==> src/rtl/mand_avm_frame_writer_if.sv <==
// Pixel-in stream plus Avalon-MM write channel of the frame writer.
// Latency: none, wires only.
// Backpressure: in_ready back to the core, avm_m0_waitrequest back from the slave.
// Ports: in_valid/in_data/in_ready (core -> writer), avm_m0_* (writer -> frame buffer).
// Modports: master = the frame writer, slave = the environment (core and memory).
interface mand_avm_frame_writer_if #(
    parameter int WIDTH  = 32,
    parameter int ADDR_W = 32
);
    logic              in_valid;
    logic [WIDTH-1:0]  in_data;
    logic              in_ready;
    logic [ADDR_W-1:0] avm_m0_address;
    logic              avm_m0_write;
    logic [WIDTH-1:0]  avm_m0_writedata;
    logic              avm_m0_waitrequest;

    modport master (
        input  in_valid, in_data, avm_m0_waitrequest,
        output in_ready, avm_m0_address, avm_m0_write, avm_m0_writedata
    );

    modport slave (
        output in_valid, in_data, avm_m0_waitrequest,
        input  in_ready, avm_m0_address, avm_m0_write, avm_m0_writedata
    );
endinterface

==> src/rtl/mand_avm_frame_writer.sv <==
// Buffers a pixel stream in a FIFO and writes one frame into memory, one Avalon-MM write per pixel.
// Latency: a pixel accepted at edge t is on the Avalon bus in the next cycle; 1 pixel/cycle sustained.
// Backpressure: waitrequest freezes address/write/writedata; in_ready drops on a full FIFO or a complete frame.
// Ports: clk, rst (synchronous, active-low), start, bus (pixel stream in, Avalon write master out),
//        busy, done (1-cycle pulse), overflow (sticky), pixel_count (completed writes this frame).
module mand_avm_frame_writer #(
    parameter int              WIDTH       = 32,
    parameter int              ADDR_W      = 32,
    parameter int              DEPTH       = 16,
    parameter int              MAX_H       = 400,
    parameter int              MAX_V       = 300,
    parameter longint unsigned BASE_ADDR   = 0,
    parameter int unsigned     ADDR_STRIDE = 4,
    localparam int             N           = MAX_H * MAX_V,
    localparam int             CNT_W       = $clog2(N + 1)
) (
    input  logic                   clk,
    input  logic                   rst,
    input  logic                   start,
    mand_avm_frame_writer_if.master bus,
    output logic                   busy,
    output logic                   done,
    output logic                   overflow,
    output logic [CNT_W-1:0]       pixel_count
);

    localparam int                PTR_W    = $clog2(DEPTH);
    localparam logic [PTR_W:0]    DEPTH_C  = (PTR_W + 1)'(DEPTH);
    localparam logic [CNT_W-1:0]  N_C      = CNT_W'(N);
    localparam logic [ADDR_W-1:0] BASE_A   = ADDR_W'(BASE_ADDR);
    localparam logic [ADDR_W-1:0] STRIDE_A = ADDR_W'(ADDR_STRIDE);

    typedef enum logic [1:0] {IDLE, RUN, DRAIN, DONE} state_t;

    state_t             state_q;
    logic [CNT_W-1:0]   in_cnt_q;
    logic [CNT_W-1:0]   wr_cnt_q;
    logic [CNT_W-1:0]   wr_cnt_d;
    logic [ADDR_W-1:0]  addr_q;
    logic               overflow_q;
    logic               busy_q;
    logic               done_q;
    logic [PTR_W-1:0]   wr_ptr_q;
    logic [PTR_W-1:0]   rd_ptr_q;
    logic [PTR_W:0]     fifo_cnt_q;
    logic [WIDTH-1:0]   mem [DEPTH];

    logic in_rdy;
    logic wr_vld;
    logic push;
    logic pop;

    // Everything below depends on registers only, apart from push/pop which
    // feed next-state logic; no input reaches an output combinationally.
    always_comb begin
        in_rdy   = (state_q == RUN) && (fifo_cnt_q < DEPTH_C) && (in_cnt_q < N_C);
        wr_vld   = ((state_q == RUN) || (state_q == DRAIN)) && (fifo_cnt_q != '0);
        push     = bus.in_valid && in_rdy;
        pop      = wr_vld && !bus.avm_m0_waitrequest;
        wr_cnt_d = wr_cnt_q + CNT_W'(pop);
    end

    assign bus.in_ready         = in_rdy;
    assign bus.avm_m0_write     = wr_vld;
    assign bus.avm_m0_address   = addr_q;
    // Empty FIFO presents zero rather than a stale or never-written entry.
    assign bus.avm_m0_writedata = (fifo_cnt_q != '0) ? mem[rd_ptr_q] : '0;

    assign busy        = busy_q;
    assign done        = done_q;
    assign overflow    = overflow_q;
    assign pixel_count = wr_cnt_q;

    // FIFO storage; needs no reset because the count gates every read.
    always_ff @(posedge clk) begin
        if (push) begin
            mem[wr_ptr_q] <= bus.in_data;
        end
    end

    always_ff @(posedge clk) begin
        if (!rst) begin
            state_q    <= IDLE;
            in_cnt_q   <= '0;
            wr_cnt_q   <= '0;
            addr_q     <= BASE_A;
            overflow_q <= 1'b0;
            busy_q     <= 1'b0;
            done_q     <= 1'b0;
            wr_ptr_q   <= '0;
            rd_ptr_q   <= '0;
            fifo_cnt_q <= '0;
        end else begin
            done_q <= 1'b0;

            if (push) begin
                wr_ptr_q <= wr_ptr_q + PTR_W'(1);
                in_cnt_q <= in_cnt_q + CNT_W'(1);
            end
            if (pop) begin
                rd_ptr_q <= rd_ptr_q + PTR_W'(1);
                wr_cnt_q <= wr_cnt_d;
                addr_q   <= addr_q + STRIDE_A;
            end
            if (push && !pop) begin
                fifo_cnt_q <= fifo_cnt_q + (PTR_W + 1)'(1);
            end else if (pop && !push) begin
                fifo_cnt_q <= fifo_cnt_q - (PTR_W + 1)'(1);
            end

            if ((state_q == RUN) && bus.in_valid && !in_rdy) begin
                overflow_q <= 1'b1;
            end

            case (state_q)
                IDLE: begin
                    if (start) begin
                        state_q    <= RUN;
                        busy_q     <= 1'b1;
                        in_cnt_q   <= '0;
                        wr_cnt_q   <= '0;
                        addr_q     <= BASE_A;
                        overflow_q <= 1'b0;
                        wr_ptr_q   <= '0;
                        rd_ptr_q   <= '0;
                        fifo_cnt_q <= '0;
                    end
                end
                RUN: begin
                    // When the final write retires in the same cycle the last
                    // pixel count is seen, skip DRAIN so done follows that
                    // write by exactly one cycle.
                    if (in_cnt_q == N_C) begin
                        if (wr_cnt_d == N_C) begin
                            state_q <= DONE;
                            busy_q  <= 1'b0;
                            done_q  <= 1'b1;
                        end else begin
                            state_q <= DRAIN;
                        end
                    end
                end
                DRAIN: begin
                    if (wr_cnt_d == N_C) begin
                        state_q <= DONE;
                        busy_q  <= 1'b0;
                        done_q  <= 1'b1;
                    end
                end
                DONE: begin
                    state_q <= IDLE;
                end
                default: begin
                    state_q <= IDLE;
                    busy_q  <= 1'b0;
                end
            endcase
        end
    end

endmodule
==> src/flat_wrapper.sv <==
// flat-port wrapper written by rule: the top's interface ports become plain ports
module mand_avm_frame_writer_flat 
#(
    parameter int              WIDTH       = 32,
    parameter int              ADDR_W      = 32,
    parameter int              DEPTH       = 16,
    parameter int              MAX_H       = 400,
    parameter int              MAX_V       = 300,
    parameter longint unsigned BASE_ADDR   = 0,
    parameter int unsigned     ADDR_STRIDE = 4,
    localparam int             N           = MAX_H * MAX_V,
    localparam int             CNT_W       = $clog2(N + 1)
)
  (clk, rst, start, busy, done, overflow, pixel_count, bus_in_valid, bus_in_data, bus_avm_m0_waitrequest, bus_in_ready, bus_avm_m0_address, bus_avm_m0_write, bus_avm_m0_writedata);
  mand_avm_frame_writer_if #(.WIDTH(WIDTH), .ADDR_W(ADDR_W)) bus_i ();
  input  logic clk;
  input  logic rst;
  input  logic start;
  output logic busy;
  output logic done;
  output logic overflow;
  output logic [CNT_W-1:0] pixel_count;
  input wire logic [$bits(bus_i.in_valid)-1:0] bus_in_valid;
  input wire logic [$bits(bus_i.in_data)-1:0] bus_in_data;
  input wire logic [$bits(bus_i.avm_m0_waitrequest)-1:0] bus_avm_m0_waitrequest;
  output wire logic [$bits(bus_i.in_ready)-1:0] bus_in_ready;
  output wire logic [$bits(bus_i.avm_m0_address)-1:0] bus_avm_m0_address;
  output wire logic [$bits(bus_i.avm_m0_write)-1:0] bus_avm_m0_write;
  output wire logic [$bits(bus_i.avm_m0_writedata)-1:0] bus_avm_m0_writedata;
  assign bus_i.in_valid = bus_in_valid;
  assign bus_i.in_data = bus_in_data;
  assign bus_i.avm_m0_waitrequest = bus_avm_m0_waitrequest;
  assign bus_in_ready = bus_i.in_ready;
  assign bus_avm_m0_address = bus_i.avm_m0_address;
  assign bus_avm_m0_write = bus_i.avm_m0_write;
  assign bus_avm_m0_writedata = bus_i.avm_m0_writedata;
  mand_avm_frame_writer #(.WIDTH(WIDTH), .ADDR_W(ADDR_W), .DEPTH(DEPTH), .MAX_H(MAX_H), .MAX_V(MAX_V), .BASE_ADDR(BASE_ADDR), .ADDR_STRIDE(ADDR_STRIDE)) u_core (.clk(clk), .rst(rst), .start(start), .bus(bus_i), .busy(busy), .done(done), .overflow(overflow), .pixel_count(pixel_count));
endmodule
==> config.mk <==
export PLATFORM = sky130hd
export DESIGN_NAME = mand_avm_frame_writer_flat
export DESIGN_NICKNAME = d
export VERILOG_FILES = /design/src/rtl/mand_avm_frame_writer_if.sv /design/src/rtl/mand_avm_frame_writer.sv /design/src/flat_wrapper.sv
export SDC_FILE = /design/constraint.sdc
export NUM_CORES = 1
export LEC_CHECK = 0
export CORE_ASPECT_RATIO = 0.7
export CORE_MARGIN = 1
export CORE_UTILIZATION = 54
export DETAILED_ROUTE_END_ITERATION = 10
export GPL_TIMING_DRIVEN = 0
export PLACE_DENSITY = 0.85
export SETUP_SLACK_MARGIN = 0.5
export SLEW_MARGIN = 20
export SYNTH_ARGS = -nofsm -noshare
export SYNTH_HDL_FRONTEND = slang
export SYNTH_SLANG_ARGS = --single-unit
export TNS_END_PERCENT = 10
==> constraint.sdc <==
create_clock -name clk -period 3.5 [get_ports clk]
set_input_delay 0.35 -clock clk [delete_from_list [all_inputs] [get_ports clk]]
set_output_delay 0.35 -clock clk [all_outputs]
set_load 0.02 [all_outputs]
; ---- Word-level counts from Yosys, hierarchy flattened
; Memory sizes are Yosys's and may differ from the RTL's. A register that Yosys moved wholly into a read port is not among the register bits.
; Cells that the tools add are included.
[word_totals]
in_bits = 37
n_memories = 1
output_inout_bits = 86
elab_cells = 85
regBits = 84
ramBits = 512
[mem_list]
columns = name, words, width, rd, rd_ports_with_merged_regs, write_ports, line_no
row1 = u_core.mem, 16, 32, 1, 1, 1, mand_avm_frame_writer.sv:46  ; logic [WIDTH-1:0] mem [DEPTH];
[op_classes]
eq_ne = 8
addsub = 7
mux = 38
order_cmp = 2
reduce_logical = 19
[ops]
columns = cell, count
row1 = 2-to-1 mux 32 bit, 4
row2 = 2-to-1 mux 17 bit, 6
row3 = "equality test 17 bit, second input constant", 2
row4 = "adder 32 x 3 -> 32 bit, second input constant", 1
row5 = 2-to-1 mux 4 bit, 7
row6 = 2-to-1 mux 5 bit, 4
row7 = adder 17 x 1 -> 17 bit, 1
row8 = "adder 17 x 1 -> 17 bit, second input constant", 1
row9 = "< comparator 17 bit, second input constant", 1
row10 = 2-to-1 mux 1 bit, 11
row11 = logical AND 1 bit, 9
row12 = "adder 4 x 1 -> 4 bit, second input constant", 2
row13 = case mux 2 bit (4 select lines), 1
row14 = 2-to-1 mux 2 bit, 3
row15 = "!= test 2 bit, second input constant", 3
row16 = AND reduction 3 bit, 2
row17 = "adder 5 x 1 -> 5 bit, second input constant", 1
row18 = "< comparator 5 bit, second input constant", 1
row19 = nonzero test 5 bit, 1
row20 = "subtractor 5 x 1 -> 5 bit, second input constant", 1
row21 = "equality test 2 bit, second input constant", 2
row22 = logical NOT 1 bit, 4
row23 = case mux 1 bit (3 select lines), 1
row24 = nonzero test 3 bit, 1
row25 = 4 further kinds, 4

; ---- Depth between registers and ports, before layout
[depth]
ltp_word = 10
ltp_mapped = 16
depth_no_buf = 14

; ---- Worst setup path after synthesis
; No wires, ideal clock.
[synth_path]
path_type = register -> register
startpoint = reg u_core.state_q[0]
endpoint = reg u_core.state_q[1]
setup_time_ns = 0.070
path_slack_ns = -0.045
n_path_buf = 2
required_time_ns = 3.430
t_arrival_ns = 3.475
synth_period_minus_slack_ns = 3.545
path_stages_with_launch = 17
cell_sequence = dfxtp_1 > inv_1 > ha_1 > nand2b_1 > or2_1 > buf_6 > inv_6 > clkbuf_1 > ha_1 > ha_1 > xnor2_1 > or4b_1 > a21oi_1 > and3_1 > a31oi_1 > or3_1 > a21oi_1
[synth_between]
elab_chain_cells = 8
word_cells_on_any_way = 14
cone_classes = 1 x add/sub / 7 x eq/ne / 1 x mux / 5 x reduce/logical
[synth_lines]
columns = item, line_no
row1 = start: declaration, mand_avm_frame_writer.sv:35  ; state_t state_q;
row2 = start signal: assignment, mand_avm_frame_writer.sv:83  ; state_q <= IDLE;
row3 = start signal: assignment, mand_avm_frame_writer.sv:118  ; state_q <= RUN;
row4 = start signal: assignment, mand_avm_frame_writer.sv:135  ; state_q <= DONE;
row5 = equality test 2 x 1 -> 1 bit or equality test 2 bit (tied branches), "mand_avm_frame_writer.sv:57, mand_avm_frame_writer.sv:115"
row6 = logical OR 1 bit, mand_avm_frame_writer.sv:57  ; wr_vld = ((state_q == RUN) || (state_q == DRAIN)) && (fifo_cnt_q != '0);
row7 = logical AND 1 bit, mand_avm_frame_writer.sv:57
row8 = logical AND 1 bit, mand_avm_frame_writer.sv:59  ; pop = wr_vld && !bus.avm_m0_waitrequest;
row9 = adder 17 x 1 -> 17 bit, mand_avm_frame_writer.sv:60  ; wr_cnt_d = wr_cnt_q + CNT_W'(pop);
row10 = equality test 17 bit, mand_avm_frame_writer.sv:144  ; if (wr_cnt_d == N_C) begin
row11 = != test 2 bit (no source line), -
row12 = AND reduction 3 bit (no source line), -
; Several ways; a longest one is shown, not always the timed one.
; A chain may end at the register's enable or synchronous reset.

; ---- Worst setup path after layout
[layout_path]
startpoint = reg u_core.fifo_cnt_q[1]
endpoint = reg u_core.state_q[1]
[layout_between]
elab_chain_cells = 7
[layout_lines]
columns = item, line_no
row1 = start: declaration, mand_avm_frame_writer.sv:45  ; logic [PTR_W:0] fifo_cnt_q;
row2 = start signal: assignment, mand_avm_frame_writer.sv:106  ; fifo_cnt_q <= fifo_cnt_q + (PTR_W + 1)'(1);
row3 = start signal: assignment, mand_avm_frame_writer.sv:108  ; fifo_cnt_q <= fifo_cnt_q - (PTR_W + 1)'(1);
row4 = nonzero test 5 bit, mand_avm_frame_writer.sv:57
row5 = logical AND 1 bit, mand_avm_frame_writer.sv:57
row6 = logical AND 1 bit, mand_avm_frame_writer.sv:59
row7 = adder 17 x 1 -> 17 bit, mand_avm_frame_writer.sv:60
row8 = equality test 17 bit, mand_avm_frame_writer.sv:144
row9 = != test 2 bit (no source line), -
row10 = AND reduction 3 bit (no source line), -
row11 = end signal: assignment, mand_avm_frame_writer.sv:145  ; state_q <= DONE;
row12 = end signal: assignment, mand_avm_frame_writer.sv:151  ; state_q <= IDLE;
row13 = end signal: assignment, mand_avm_frame_writer.sv:154  ; state_q <= IDLE;
; No other way between the ends.

==> metrics.txt <==
RSZ-0062 raised after global routing=yes; Worst Tran Pin Value=1.029 ns; row cnt=63; Max rail drop VDD=376.8 µV; Main synth FF type=edfxtp_1; DRT antenna net count=0; Avg Cell Area, Syn=18.50 µm²; Hold WS=0.4327 ns; final net count=1,559; vias in the first global route=14.03k; most frequent cells after synthesis=512 x edfxtp_1, 160 x mux4_2, 91 x nor2_1, 82 x dfxtp_1, 47 x nand2_1; clk slew on worst S/H paths=0.07 ns; most frequent cell after synthesis=edfxtp_1; worst skew pair latency=0.62 ns; setup_tns=0 ns; Worst slew margin=30.88%; Die ar.=44,650 µm²; GRT Overall Usage=28.69%; Routability Congestion=0.8536; switching part of the total=25.32%; pin count of the biggest net entering global routing=22; Via Count=14.05k; Die Wd=252.1 µm; Worst Path Max Fanout=4; Achievable Freq=290.2 MHz; synthesized flop and latch total=594; CTS H-tree lvls=2; area leader, netlist=edfxtp_1; Final Max Tran Viols=0; Starting Density=55.35%; Logic pwr share=14.4%; DR DRC count=0; maximum buffer depth of the clock tree=3; first-pass GRT wire length=91,450 µm; drt initial violations=2,000; post-synth cell types=51; CTS tree=built; CP Buf/Inv Count=6; Critical Path Most Common Cell=ha_4; via/cell ratio=6.589; cell family with most CP delay=simple AND/OR/NAND/NOR gates; CP Data Arrival Time=3.97 ns; Layout Utilization=67.18%; CTS root buf=clkbuf_16; pwr/cell area=559.2 nW/µm²; Final Hold Vio Count=0; status=finished clean; Hold Startpoint=rst; fin area=28,700 µm²; clock network fraction of total power=36.6%; Synth Cell Area=23,650 µm²; core footprint=42,720 µm²; drt first pass iters=6; Final min period=3.446 ns; Num CTS Buffers=53; Total Wirelength=63,830 µm; share of cells above drive strength 1=27.12%; Syn Inst Count=1,278; post-synth top area share=65.02%; I/O pin total=123; crit path from=u_core.fifo_cnt_q[1]$_SDFF_PN0_; Max-Cap Viols=0; Setup crit end kind=register; Routed wire per std cell=29.94 µm; Post-synth EDFFs=512; half-perimeter wire length after placement=34,320 µm; largest cells by area after synthesis=edfxtp_1 65%, mux4_2 15%, dfxtp_1 6.9%; gr ovfl total=0; Worst path slowest cell=a2bb2oi_1; total internal power=11.99 mW; Reg-to-Reg Start=u_core.fifo_cnt_q[1]$_SDFF_PN0_; # hold bufs at CTS=0; Syn. warnings=0; kind of critical path=reg2reg; number of clock sinks=594; Flop pwr share=49.0%; CP startpoint kind=register; Syn-to-layout area delta=21.36%; Placed Area=26,020 µm²; Worst Path Required=4.03 ns; IO buf count=120; Lkg Pwr=8.916 nW; clk_skew=0.02073 ns; initial antenna violation count=4; P_sw=4.065 mW; post-synthesis sequential area ratio=71.96%; Setup-failing EPs final=0; fin crit share=98.45%; HP Class=in2reg; ys async rst share=0%; CP cell instances=inv_4 > ha_4 > nor4b_4 > buf_4 > or2_4 > buf_6 > inv_8 > clkbuf_16 > ha_4 > ha_4 > buf_4 > nor4_1 > a2bb2oi_1 > a31oi_4 > or3_1 > a21oi_1; die height=177.1 µm; CP max stage delay=0.50 ns
==> layout make-up <==
class,count,area [µm²]
diodes,2,5.005
plain buffers,64,621.8
clock buffers,69,1408
clock inverters,27,282.8
fillers,2531,14020
inverters,19,83.83
multi-input cells,602,6534
flip-flops and latches,594,17030
well taps,585,732.0
repair buffers,170,1999
==> power groups by stage <==
| stage | Combinational [mW] | Clock [mW] | Sequential (mW) |
|---|---|---|---|
| 6_report | 2.31 | 5.87 | 7.87 |
| 5_1_grt | 2.39 | 6.15 | 7.87 |
| 4_1_cts | 2.14 | 5.87 | 7.85 |
| 3_5_place_dp | 1.87 | 0 | 8.00 |
| 3_3_place_gp | 1.79 | 0 | 8.00 |
| 2_1_floorplan | 1.04 | 0 | 8.00 |
==> per-stage QoR <==
step | power, mW | std cells | setup WS (ns)
after floorplan | 9.031 | 1279 | 0.3022
after global placement | 9.791 | 1984 | -0.4056
after detailed placement | 9.878 | 2000 | -0.4831
after CTS | 15.86 | 2122 | 0.2036
after global routing | 16.41 | 2132 | -0.01808
final | 16.05 | 2132 | 0.05434
==> cell families after synthesis <==
kind of cell               Yosys count  share of synthesized area [%]
muxes                              164                          15.41
and+or+nand+nor                    296                          6.386
DFF                                594                          71.96
other                                1                        0.01586
buffers and inverters               83                          1.497
adders and majority gates           18                         0.9524
AOI/OAI and AO/OA                   58                          1.413
xor gates and xnor gates            64                          2.370
==> per-layer routing <==
layer	vias to the layer above	wire, µm	global-route usage [%]
met5	-	37	0
met2	1193	30370	45.82
met1	7070	22610	37.18
met4	6	3218	13.46
li1	5519	-	-
met3	259	7589	7.485
==> state kept, by name, summed over array words and instances, names as in the netlist <==
name / flops
u_core.pixel_count: 17
u_core.in_cnt_q: 17
u_core.rd_ptr_q: 4
u_core.mem: 512
u_core.wr_ptr_q: 4
u_core.state_q: 2
u_core.fifo_cnt_q: 5
u_core.done: 1
u_core.overflow: 1
u_core.bus.avm_m0_address: 30
u_core.busy: 1
==> layout by cell type (no fill, tap or decap), drive strengths merged, types with 7 or more instances in the layout <==
master	netlist	routed
and4	9	9
nand4	17	17
clkdlybuf4s15	0	15
clkinv	0	17
nor4	10	10
ha	18	18
edfxtp	512	512
nor2	91	91
nor2b	34	34
mux4	160	160
nand2	47	47
o21ai	17	17
xor2	31	31
and2	10	10
inv	19	20
clkbuf	38	107
dfxtp	82	82
xnor2	33	33
buf	26	92
a21oi	27	27
and3	7	7
nand3	31	31
or3	15	15
clkdlybuf4s50	0	88
nor3	14	14
==> timing repair <==
item | in CTS | in global routing
gates cloned | 6 | 0
pin swaps | 3 | 11
buffers inserted | 20 | 8
endpoints found under the setup margin | 144 | 431
resized for setup | 276 | 29
==> worst min-delay path, cell delays in order <==
cell	delay (ns)
clkdlybuf4s50_1	0.45
inv_1	0.14
a21oi_1	0.05
==> path summary, 6_finish.rpt <==
kind | endpoint | cells after the start | slack (ns)
max | u_core.state_q[1]$_SDFFE_PN0P_ | 16 | 0.05
max reg2reg | u_core.state_q[1]$_SDFFE_PN0P_ | 16 | 0.05
min | u_core.state_q[1]$_SDFFE_PN0P_ | 3 | 0.43
min reg2reg | u_core.bus.avm_m0_address[20]$_SDFF_PN0_ | 2 | 0.51
No activity file was read; power rests on OpenSTA's default activity.
